==> config.mk <==
export PLATFORM = sky130hd
export DESIGN_NAME = xmss_apb3_bridge
export DESIGN_NICKNAME = d
export VERILOG_FILES = /design/src/rtl/xmss_apb3_pkg.sv /design/src/rtl/xmss_apb3_seq.sv /design/src/rtl/xmss_apb3_bridge.sv
export SDC_FILE = /design/constraint.sdc
export NUM_CORES = 2
export LEC_CHECK = 0
export ABC_CLOCK_PERIOD_IN_PS = 2700
export CAP_MARGIN = 20
export CORE_AREA = 2 2 533 535
export CTS_BUF_LIST = sky130_fd_sc_hd__clkbuf_8
export DETAILED_ROUTE_END_ITERATION = 10
export DIE_AREA = 0 0 535 537
export GPL_TIMING_DRIVEN = 0
export PLACE_DENSITY_LB_ADDON = 0.08
export SYNTH_ARGS = -nofsm -noshare
export SYNTH_HDL_FRONTEND = slang
export SYNTH_HIERARCHICAL = 1
export SYNTH_SLANG_ARGS = --single-unit
==> constraint.sdc <==
create_clock -name io_mainClk -period 2.7 [get_ports io_mainClk]
set_input_delay 0.54 -clock io_mainClk [delete_from_list [all_inputs] [get_ports io_mainClk]]
set_output_delay 0.54 -clock io_mainClk [all_outputs]
set_load 0.03 [all_outputs]
==> src/rtl/xmss_apb3_pkg.sv <==
// Shared definitions for the XMSS APB3 register bridge: register map,
// CTRL/STATUS bit positions, engine command codes and sequencer states.
package xmss_apb3_pkg;

    // Byte offsets of the register map (address bits [1:0] are ignored)
    localparam logic [7:0] ADDR_DATA_LAST = 8'h7C;
    localparam logic [7:0] ADDR_CMD       = 8'h80;
    localparam logic [7:0] ADDR_CTRL      = 8'h84;
    localparam logic [7:0] ADDR_FLAGS     = 8'h88;
    localparam logic [7:0] ADDR_STEPS     = 8'h8C;
    localparam logic [7:0] ADDR_STATUS    = 8'h90;
    localparam logic [7:0] ADDR_OUT_FIRST = 8'hA0;
    localparam logic [7:0] ADDR_OUT_LAST  = 8'hBC;

    // CTRL write bits
    localparam int CTRL_START         = 0;
    localparam int CTRL_SHA_INIT_MSG  = 1;
    localparam int CTRL_SHA_INIT_IV   = 2;
    localparam int CTRL_XMSS_INIT_IV  = 3;

    // STATUS read bits
    localparam int STATUS_BUSY  = 0;
    localparam int STATUS_DONE  = 1;
    localparam int STATUS_ERROR = 2;

    // FLAGS bits
    localparam int FLAG_SECOND_BLOCK = 0;
    localparam int FLAG_STORE_INT    = 1;
    localparam int FLAG_CONTINUE_INT = 2;
    localparam int FLAG_MSG_LENGTH   = 3;

    // Engine select codes held in CMD
    localparam logic [2:0] CMD_SHA256    = 3'b001;
    localparam logic [2:0] CMD_XMSS      = 3'b010;
    localparam logic [2:0] CMD_GEN_CHAIN = 3'b011;

    // Last count value of the busy-wait window (four cycles: 0..3)
    localparam logic [1:0] WAIT_BUSY_LAST = 2'd3;

    typedef enum logic [1:0] {
        ST_IDLE      = 2'd0,
        ST_LAUNCH    = 2'd1,
        ST_WAIT_BUSY = 2'd2,
        ST_RUN       = 2'd3
    } seq_state_e;

    // A start is only meaningful for one of the three engine codes
    function automatic logic cmd_is_valid(input logic [2:0] cmd);
        return (cmd == CMD_SHA256) || (cmd == CMD_XMSS) || (cmd == CMD_GEN_CHAIN);
    endfunction

endpackage

==> src/rtl/xmss_apb3_seq.sv <==
// Launch sequencer: emits the start cycle, waits for the engine to report
// busy (with a short timeout), tracks completion and the sticky done flag.
module xmss_apb3_seq
    import xmss_apb3_pkg::*;
(
    input  logic clk,
    input  logic rst,
    input  logic start_accept,
    input  logic status_clear,
    input  logic module_busy,
    input  logic xmss_done,
    input  logic cmd_is_xmss,
    output logic launch,
    output logic seq_busy,
    output logic done
);

    seq_state_e  state_q, state_d;
    logic [1:0]  wait_cnt_q, wait_cnt_d;
    logic        done_q, done_d;
    logic        finish;

    // State, timeout counter and done flag registers
    always_ff @(posedge clk) begin
        if (rst) begin
            state_q    <= ST_IDLE;
            wait_cnt_q <= '0;
            done_q     <= 1'b0;
        end else begin
            // NOTE: clocked state uses non-blocking assignments so every flop samples pre-edge values.
            state_q    <= state_d;
            wait_cnt_q <= wait_cnt_d;
            done_q     <= done_d;
        end
    end

    // Next-state logic; a finishing run sets done and beats a same-cycle clear
    always_comb begin
        // NOTE: defaults first so no path leaves a variable unassigned (no latches).
        state_d    = state_q;
        wait_cnt_d = wait_cnt_q;
        finish     = 1'b0;
        case (state_q)
            ST_IDLE: begin
                if (start_accept) state_d = ST_LAUNCH;
            end
            ST_LAUNCH: begin
                state_d    = ST_WAIT_BUSY;
                wait_cnt_d = '0;
            end
            ST_WAIT_BUSY: begin
                if (module_busy) begin
                    state_d = ST_RUN;
                end else if (wait_cnt_q == WAIT_BUSY_LAST) begin
                    state_d = ST_IDLE;
                    finish  = 1'b1;
                end else begin
                    wait_cnt_d = wait_cnt_q + 2'd1;
                end
            end
            ST_RUN: begin
                if (!module_busy || (xmss_done && cmd_is_xmss)) begin
                    state_d = ST_IDLE;
                    finish  = 1'b1;
                end
            end
            default: state_d = ST_IDLE;
        endcase
        done_d = finish | (done_q & ~(status_clear | start_accept));
    end

    assign launch   = (state_q == ST_LAUNCH);
    assign seq_busy = (state_q != ST_IDLE);
    assign done     = done_q;

endmodule

==> src/rtl/xmss_apb3_bridge.sv <==
// APB3 slave exposing the XMSS hash engines: operand image, command and
// configuration registers, control pulses, status and result window.
module xmss_apb3_bridge
    import xmss_apb3_pkg::*;
#(
    parameter int WOTS_W     = 16,
    parameter int WOTS_LOG_W = $clog2(WOTS_W)
) (
    input  logic                  io_mainClk,
    input  logic                  io_systemReset,
    input  logic [7:0]            io_apb_PADDR,
    input  logic                  io_apb_PSEL,
    input  logic                  io_apb_PENABLE,
    input  logic                  io_apb_PWRITE,
    input  logic [31:0]           io_apb_PWDATA,
    output logic [31:0]           io_apb_PRDATA,
    output logic                  io_apb_PREADY,
    output logic                  io_apb_PSLVERROR,
    output logic [2:0]            cmd_reg,
    output logic [1023:0]         input_data_reg,
    output logic                  gen_chain_start_reg,
    output logic                  sha256XMSS_sha256XMSS_start_reg,
    output logic                  sha256_sha256_start_reg,
    output logic [WOTS_LOG_W-1:0] gen_chain_start_step,
    output logic [WOTS_LOG_W-1:0] gen_chain_end_step,
    output logic                  sha256XMSS_sha256XMSS_second_block_data_available,
    output logic                  sha256XMSS_sha256XMSS_store_intermediate,
    output logic                  sha256XMSS_sha256XMSS_continue_intermediate,
    output logic                  sha256XMSS_sha256XMSS_message_length,
    output logic                  sha256XMSS_sha256XMSS_init_iv,
    output logic                  sha256_sha256_init_message,
    output logic                  sha256_sha256_init_iv,
    input  logic [255:0]          output_data,
    input  logic                  module_busy,
    input  logic                  sha256XMSS_done
);

    logic [31:0]           data_q [32];
    logic [31:0]           data_d [32];
    logic [2:0]            cmd_q, cmd_d;
    logic [3:0]            flags_q, flags_d;
    logic [WOTS_LOG_W-1:0] start_step_q, start_step_d;
    logic [WOTS_LOG_W-1:0] end_step_q, end_step_d;
    logic                  error_q, error_d;
    logic                  init_msg_q, init_msg_d;
    logic                  sha_iv_q, sha_iv_d;
    logic                  xmss_iv_q, xmss_iv_d;

    logic [7:0] addr_w;
    logic [4:0] data_idx;
    logic [2:0] out_idx;
    logic       access, wr_acc, rd_acc;
    logic       sel_data, sel_cmd, sel_ctrl, sel_flags, sel_steps, sel_status, sel_out;
    logic       busy_any, cfg_wr, cfg_wr_ok, ctrl_wr, start_req, start_ok, slverr, status_rd;
    logic       launch, seq_busy, done;
    logic       unused_addr_bits;

    assign unused_addr_bits = ^io_apb_PADDR[1:0];

    assign addr_w   = {io_apb_PADDR[7:2], 2'b00};
    assign data_idx = io_apb_PADDR[6:2];
    assign out_idx  = io_apb_PADDR[4:2];
    assign access   = io_apb_PSEL & io_apb_PENABLE;
    assign wr_acc   = access & io_apb_PWRITE;
    assign rd_acc   = access & ~io_apb_PWRITE;

    assign sel_data   = (addr_w <= ADDR_DATA_LAST);
    assign sel_cmd    = (addr_w == ADDR_CMD);
    assign sel_ctrl   = (addr_w == ADDR_CTRL);
    assign sel_flags  = (addr_w == ADDR_FLAGS);
    assign sel_steps  = (addr_w == ADDR_STEPS);
    assign sel_status = (addr_w == ADDR_STATUS);
    assign sel_out    = (addr_w >= ADDR_OUT_FIRST) && (addr_w <= ADDR_OUT_LAST);

    // Configuration is frozen and starts are refused while anything is running
    assign busy_any  = seq_busy | module_busy;
    assign cfg_wr    = wr_acc & (sel_data | sel_cmd | sel_flags | sel_steps);
    assign cfg_wr_ok = cfg_wr & ~busy_any;
    assign ctrl_wr   = wr_acc & sel_ctrl;
    assign start_req = ctrl_wr & io_apb_PWDATA[CTRL_START];
    assign start_ok  = start_req & ~busy_any & cmd_is_valid(cmd_q);
    assign slverr    = (cfg_wr & busy_any) | (start_req & ~start_ok);
    assign status_rd = rd_acc & sel_status;

    xmss_apb3_seq u_seq (
        .clk          (io_mainClk),
        .rst          (io_systemReset),
        .start_accept (start_ok),
        .status_clear (status_rd),
        .module_busy  (module_busy),
        .xmss_done    (sha256XMSS_done),
        .cmd_is_xmss  (cmd_q == CMD_XMSS),
        .launch       (launch),
        .seq_busy     (seq_busy),
        .done         (done)
    );

    // Register-file updates, sticky error and one-shot init pulses
    always_comb begin
        data_d       = data_q;
        cmd_d        = cmd_q;
        flags_d      = flags_q;
        start_step_d = start_step_q;
        end_step_d   = end_step_q;
        if (cfg_wr_ok) begin
            if (sel_data)  data_d[data_idx] = io_apb_PWDATA;
            if (sel_cmd)   cmd_d = io_apb_PWDATA[2:0];
            if (sel_flags) flags_d = io_apb_PWDATA[3:0];
            if (sel_steps) begin
                start_step_d = io_apb_PWDATA[WOTS_LOG_W-1:0];
                end_step_d   = io_apb_PWDATA[16 +: WOTS_LOG_W];
            end
        end
        error_d    = slverr | (error_q & ~status_rd);
        init_msg_d = ctrl_wr & io_apb_PWDATA[CTRL_SHA_INIT_MSG];
        sha_iv_d   = ctrl_wr & io_apb_PWDATA[CTRL_SHA_INIT_IV];
        xmss_iv_d  = ctrl_wr & io_apb_PWDATA[CTRL_XMSS_INIT_IV];
    end

    // Register storage with synchronous reset
    always_ff @(posedge io_mainClk) begin
        if (io_systemReset) begin
            // NOTE: the operand image is a flop array rather than a RAM, so it is cleared like any register.
            for (int i = 0; i < 32; i++) data_q[i] <= '0;
            cmd_q        <= '0;
            flags_q      <= '0;
            start_step_q <= '0;
            end_step_q   <= '0;
            error_q      <= 1'b0;
            init_msg_q   <= 1'b0;
            sha_iv_q     <= 1'b0;
            xmss_iv_q    <= 1'b0;
        end else begin
            data_q       <= data_d;
            cmd_q        <= cmd_d;
            flags_q      <= flags_d;
            start_step_q <= start_step_d;
            end_step_q   <= end_step_d;
            error_q      <= error_d;
            init_msg_q   <= init_msg_d;
            sha_iv_q     <= sha_iv_d;
            xmss_iv_q    <= xmss_iv_d;
        end
    end

    // Read mux: only drives data during the access phase
    always_comb begin
        io_apb_PRDATA = '0;
        if (access) begin
            if (sel_data) begin
                io_apb_PRDATA = data_q[data_idx];
            end else if (sel_cmd) begin
                io_apb_PRDATA[2:0] = cmd_q;
            end else if (sel_flags) begin
                io_apb_PRDATA[3:0] = flags_q;
            end else if (sel_steps) begin
                io_apb_PRDATA[WOTS_LOG_W-1:0]  = start_step_q;
                io_apb_PRDATA[16 +: WOTS_LOG_W] = end_step_q;
            end else if (sel_status) begin
                io_apb_PRDATA[STATUS_BUSY]  = module_busy;
                io_apb_PRDATA[STATUS_DONE]  = done;
                io_apb_PRDATA[STATUS_ERROR] = error_q;
            end else if (sel_out) begin
                io_apb_PRDATA = output_data[{out_idx, 5'b00000} +: 32];
            end
        end
    end

    for (genvar g = 0; g < 32; g++) begin : g_flat
        assign input_data_reg[32*g +: 32] = data_q[g];
    end

    assign io_apb_PREADY    = 1'b1;
    assign io_apb_PSLVERROR = slverr;
    assign cmd_reg          = cmd_q;

    assign gen_chain_start_step = start_step_q;
    assign gen_chain_end_step   = end_step_q;

    assign sha256XMSS_sha256XMSS_second_block_data_available = flags_q[FLAG_SECOND_BLOCK];
    assign sha256XMSS_sha256XMSS_store_intermediate          = flags_q[FLAG_STORE_INT];
    assign sha256XMSS_sha256XMSS_continue_intermediate       = flags_q[FLAG_CONTINUE_INT];
    assign sha256XMSS_sha256XMSS_message_length              = flags_q[FLAG_MSG_LENGTH];

    // Pulses are forced low while reset is held; the start goes to the selected engine only
    assign gen_chain_start_reg             = launch & (cmd_q == CMD_GEN_CHAIN) & ~io_systemReset;
    assign sha256XMSS_sha256XMSS_start_reg = launch & (cmd_q == CMD_XMSS) & ~io_systemReset;
    assign sha256_sha256_start_reg         = launch & (cmd_q == CMD_SHA256) & ~io_systemReset;
    assign sha256_sha256_init_message      = init_msg_q & ~io_systemReset;
    assign sha256_sha256_init_iv           = sha_iv_q & ~io_systemReset;
    assign sha256XMSS_sha256XMSS_init_iv   = xmss_iv_q & ~io_systemReset;

endmodule

==> Yosys cells after proc, flatten, opt, wreduce, memory -nomap -nowiden <==
Cells that the tools add are included.
{ "classes": {"add_sub_neg": 1, "order_cmp": 5, "n_eq_ne": 17, "n_shift": 1, "n_mux": 31, "n_bitwise": 41, "n_reduce_logical": 16} }
{ "ops": {"columns": ["cell", "n"], "rows": [
  ["1024-bit bitwise mux", 1],
  ["256-bit by 9-bit variable part select with 32-bit output", 1],
  ["32-bit two-way mux", 6],
  ["32-bit binary-select mux with 5-bit select", 1],
  ["32-bit demux with 5-bit select", 1],
  ["29-bit two-way mux", 2],
  ["6-bit == test (second input constant)", 5],
  ["28-bit two-way mux", 1],
  ["1-bit AND", 26],
  ["12-bit two-way mux", 2],
  ["2-bit two-way mux", 6],
  ["4-bit two-way mux", 3],
  ["8-bit >= comparator (second input constant)", 1],
  ["8-bit by 7-bit <= comparator with 1-bit output (second input constant)", 1],
  ["8-bit <= comparator (second input constant)", 1],
  ["1-bit bitwise OR", 8],
  ["2-bit case mux with 4 select lines", 1],
  ["2-bit AND reduction", 4],
  ["2-bit == test (second input constant)", 3],
  ["3-bit by 2-bit == test with 1-bit output (second input constant)", 2],
  ["6-bit >= comparator (second input constant)", 1],
  ["6-bit by 1-bit less-than comparator with 1-bit output (second input constant)", 1],
  ["3-bit two-way mux", 2],
  ["2-bit != test (second input constant)", 3],
  ["16 further kinds", 29]
]} }
{ "word_totals": {"reg_bits": 1048, "input_bits": 303, "output_inout_bits": 1079, "elab_cells": 155} }

==> Longest topological paths before layout <==
{ "logic_depth": {"depth_word": 10, "depth_mapped": 10, "ltp_nobuf": 7} }

==> By module <==
The synthesis kept the hierarchy.
{ "modules_own_cells": {"columns": ["mod", "instances", "cells_each", "area_per_inst_um2", "seq_area_each_um2"], "rows": [
  ["xmss_apb3_bridge", 1, 5551, 46832.4, 20880.0],
  ["xmss_apb3_seq", 1, 32, 285.3, 100.1]
]} }

==> Worst setup path before layout <==
No wires, ideal clock.
{ "synth_timing": {"path_kind": "in2out", "start": "input port io_apb_PADDR[2]", "end": "output port io_apb_PRDATA[0]", "arrival_ns": 2.509, "required_time_ns": 2.160, "setup_slack_ns": -0.349, "cell_stages": 6, "path_buffers": 2, "cell_sequence": "buf_6 > buf_6 > or4_1 > nor3b_2 > a21oi_1 > a211oi_1"} }
{ "synth_via": {"elab_chain_len": 9, "elab_cells_between_ends": 20, "classes_between": "3 x order compare; 4 x eq/ne; 1 x shift; 10 x mux; 1 x bitwise; 1 x reduce/logical"} }
{ "synth_lines": {"columns": ["element", "line_no", "rtl"], "rows": [
  ["start: declaration", "xmss_apb3_bridge.sv:11", "input logic [7:0] io_apb_PADDR,"],
  ["parallel branches: the longest is 7 deep, another holds 256-bit by 9-bit variable part select with 32-bit output", null, null],
  ["32-bit two-way mux (*)", "xmss_apb3_bridge.sv:150", "if (sel_data) begin"],
  ["32-bit two-way mux (*)", "xmss_apb3_bridge.sv:149", "if (access) begin"],
  ["end: declaration", "xmss_apb3_bridge.sv:16", "output logic [31:0] io_apb_PRDATA,"]
]} }
Every way passes the cells marked *. The select of a mux whose other input is x is not followed.

==> Worst setup path after layout <==
{ "layout_timing": {"start": "input port io_apb_PADDR[3]", "end": "output port io_apb_PRDATA[29]"} }
{ "layout_via": {"elab_chain_len": 9, "elab_cells_between_ends": 20, "classes_between": "3 x order compare; 4 x eq/ne; 1 x shift; 10 x mux; 1 x bitwise; 1 x reduce/logical"} }
{ "layout_lines": {"columns": ["element", "line_no"], "rows": [
  ["parallel branches: the longest is 7 deep, another holds 256-bit by 9-bit variable part select with 32-bit output", null],
  ["32-bit two-way mux (*)", "xmss_apb3_bridge.sv:150"],
  ["32-bit two-way mux (*)", "xmss_apb3_bridge.sv:149"]
]} }
Marks and branches as above.

==> results by group <==
Setup path
  – CP Max Fanout: 10
  – Critical path origin: io_apb_PADDR[3]
  – Worst Path Required: 2.16 ns
  – Crit start category: input port
  – R2R Path Start: u_seq/state_q[1]$_SDFFE_PP0P_
  – Setup Crit Path Kind: in2out
  – Crit path DAT: 3.41 ns
  – Crit. End Element: output pin

Synth
  – Cells after synthesis: 5583
  – Average cell area after synthesis: 8.44 sq um
  – Post-synthesis sequential area ratio: 0.445
  – Adder-cell share of the synthesized area: 0.000266
  – Seq cells post-synth: 1048
  – YS warnings: 6
  – Post-synthesis mux area share: 0.164
  – Simple-gate share of the synthesized area: 0.196
  – Compound-gate portion of the synthesized area: 0.143
  – Syn_nets: 5887
  – Synth Area in XOR/XNOR: 0
  – Top FF cell, synth: dfxtp_1
  – Post-synth EDFFs: 0
  – Combinational family with the most area after synthesis: simple AND/OR/NAND/NOR gates
  – Mapped cell area: 47100 sq um
  – Distinct cells, synth: 74
  – Ys async rst share: 0

Clock network
  – CTS Root Cell: clkbuf_8
  – Clock transition at path regs: 0.06 ns
  – Maximum buffer depth of the clock tree: 3
  – Worst-Skew Late Latency: 1.06 ns
  – Clk sinks: 1048
  – H-tree levels: 4
  – Number of buffers created by CTS: 213
  – CTS tree: done

Cells and area
  – Seq. cell area: 21300 sq um
  – Most frequent cells in the layout: nand2_1, a21oi_1, dlygate4sd2_1
  – Commonest non-fill, non-tap cell in the layout: nand2_1
  – Fill cells: 30700
  – Final std cells w/o fill: 11300
  – Ratio of cells with drive above 1 in the final layout: 0.216
  – Design area: 73600 sq um
  – # nets final: 7642
  – Max FFs per register: 1024
  – Multi-input gate area: 25300 sq um
  – Area added between synthesis and finish: 56.3%

Place
  – Pre-CTS setup slack: -4.03 ns
  – IO buf count: 1369
  – Placed cell area: 66400 sq um
  – Dpl cells: 10700
  – DP HPWL: 400000 um
  – Routability cong.: 0.894

Route
  – Detailed-route DRC error count: 0
  – Total wire length: 486000 um
  – Initial DRC Count: 5359
  – DRT antenna net count: 0
  – Drt first pass iters: 8
  – Wire per inst: 43.2 um
  – Total number of vias: 54100
  – Via density: 4.81

Global route
  – Total grt overflow: 0
  – Vias in the first global route: 50900
  – Largest net degree at the start of global routing: 17
  – Initial antenna violation count: 116
  – Global-route wire length before repair: 598000 um
  – GRT Total Usage: 0.326

STA
  – RSZ-0062 raised after global routing: yes
  – Final Cycle Share: 1.46
  – Clk_skew: 0.0671 ns
  – Fin. max-slew vios: 0
  – F_max: 0.253 GHz
  – Slew @ Worst Pin: 1.28 ns
  – Setup WS post-layout: -1.25 ns
  – Final setup fails: 38
  – Clock period minus worst slack: 3.95 ns
  – Endpoints failing hold: 0
  – Slew headroom: 0.147

Floorplanning
  – DIE AREA: 287000 sq um
  – # IOs: 1382
  – Die X: 535 um
  – Starting Density: 0.167
  – Row count: 195
  – Core area: 281000 sq um
  – Die H: 537 um

Run status
  – Failing checks: setup timing
  – Status: finished with violations

Power and ir drop
  – P_leak: 0.0293 uW
  – Pwr/cell area: 499 nW/um^2
  – VDD IR max: 502 uV

Min path
  – Min-delay src: io_apb_PWDATA[0]
  – Hold WC Path Type: in2reg

Job
  – Max-cap violations: 0
[final cells by class]
type                    instances  share of cell area
clock inverters               121             0.00833
repair buffers               1555               0.198
clock buffers                 250              0.0467
diodes                         29            0.000986
plain buffers                 537              0.0486
inverters                       5            0.000306
flip-flops and latches       1048               0.289
multi-input cells            3978               0.344
well taps                    3743              0.0636
[cells in the mapped netlist, drive strengths merged, types with 15 or more instances]
cell	instances	share of area
nand2	2125	0.17
clkbuf	393	0.031
nand3	50	0.0054
nor2b	15	0.0020
mux4	312	0.15
a221o	25	0.0053
o21ai	38	0.0041
nor3	22	0.0033
mux2i	50	0.011
mux2	16	0.0038
a22oi	52	0.0083
a21oi	1099	0.12
dfxtp	1048	0.45
nor2	57	0.0050
buf	159	0.020
[per-layer routing]
| layer | part of all wire | GRT usage | wire (um) |
|---|---|---|---|
| met1 | 0.40 | 0.404 | 197000 |
| met2 | 0.46 | 0.530 | 222000 |
| met3 | 0.093 | 0.0962 | 45000 |
| met4 | 0.046 | 0.126 | 22500 |
| met5 | 0.00034 | 0 | 164 |
[timing repair]
item / CTS / global route
pin swaps: 100 / 84
cloned: 0 / 0
hold buffers: 5 / 0
endpoints found under the setup margin: 2106 / 542
gates resized for setup: 2086 / 352
hold endpoints to repair: 10 / 0
setup buffers: 99 / 41
[logic make-up after synthesis]
kind of cell / count (synthesis)
buf+inv: 557
flops: 1048
mux: 378
compound gates: 1263
other cells: 1
simple gates: 2335
fa+ha+maj: 1
[final timing paths]
path / to / slack, ns / cells past startpoint
worst max-delay path: io_apb_PRDATA[29] / -1.25 / 9
worst min-delay path: input_data_reg[64]$_SDFFE_PP0P_ / 0.14 / 4
worst max register to register: input_data_reg[817]$_SDFFE_PP0P_ / -0.01 / 11
worst min register to register: input_data_reg[586]$_SDFFE_PP0P_ / 0.46 / 2
[power breakdown]
group	internal [uW]	switching [uW]
Sequential	15400	11.8
Combinational	1300	3110
Clock	8520	8370
Total	25300	11500
[stage by stage]
stage / TNS [ns] / hold slack (ns) / util / total power, uW
2_1_floorplan: -0.465 / 0.426 / - / 17200
3_3_place_gp: -2034.75 / 0.457 / 0.234 / 19800
3_5_place_dp: -1751.32 / 0.458 / 0.236 / 19900
4_1_cts: -37.66 / 0.00216 / 0.258 / 37000
5_1_grt: -34.11 / 0.0546 / 0.262 / 37700
6_report: -32.84 / 0.135 / 0.262 / 36800
[critical path: stages]
cell,delay (ns)
buf_4,0.18
buf_8,0.22
buf_8,0.26
buf_16,0.27
mux4_2,0.45
a22oi_2,0.54
nand3_4,0.20
a221o_2,0.48
buf_6,0.17
No activity file was read; power rests on OpenSTA's default activity.
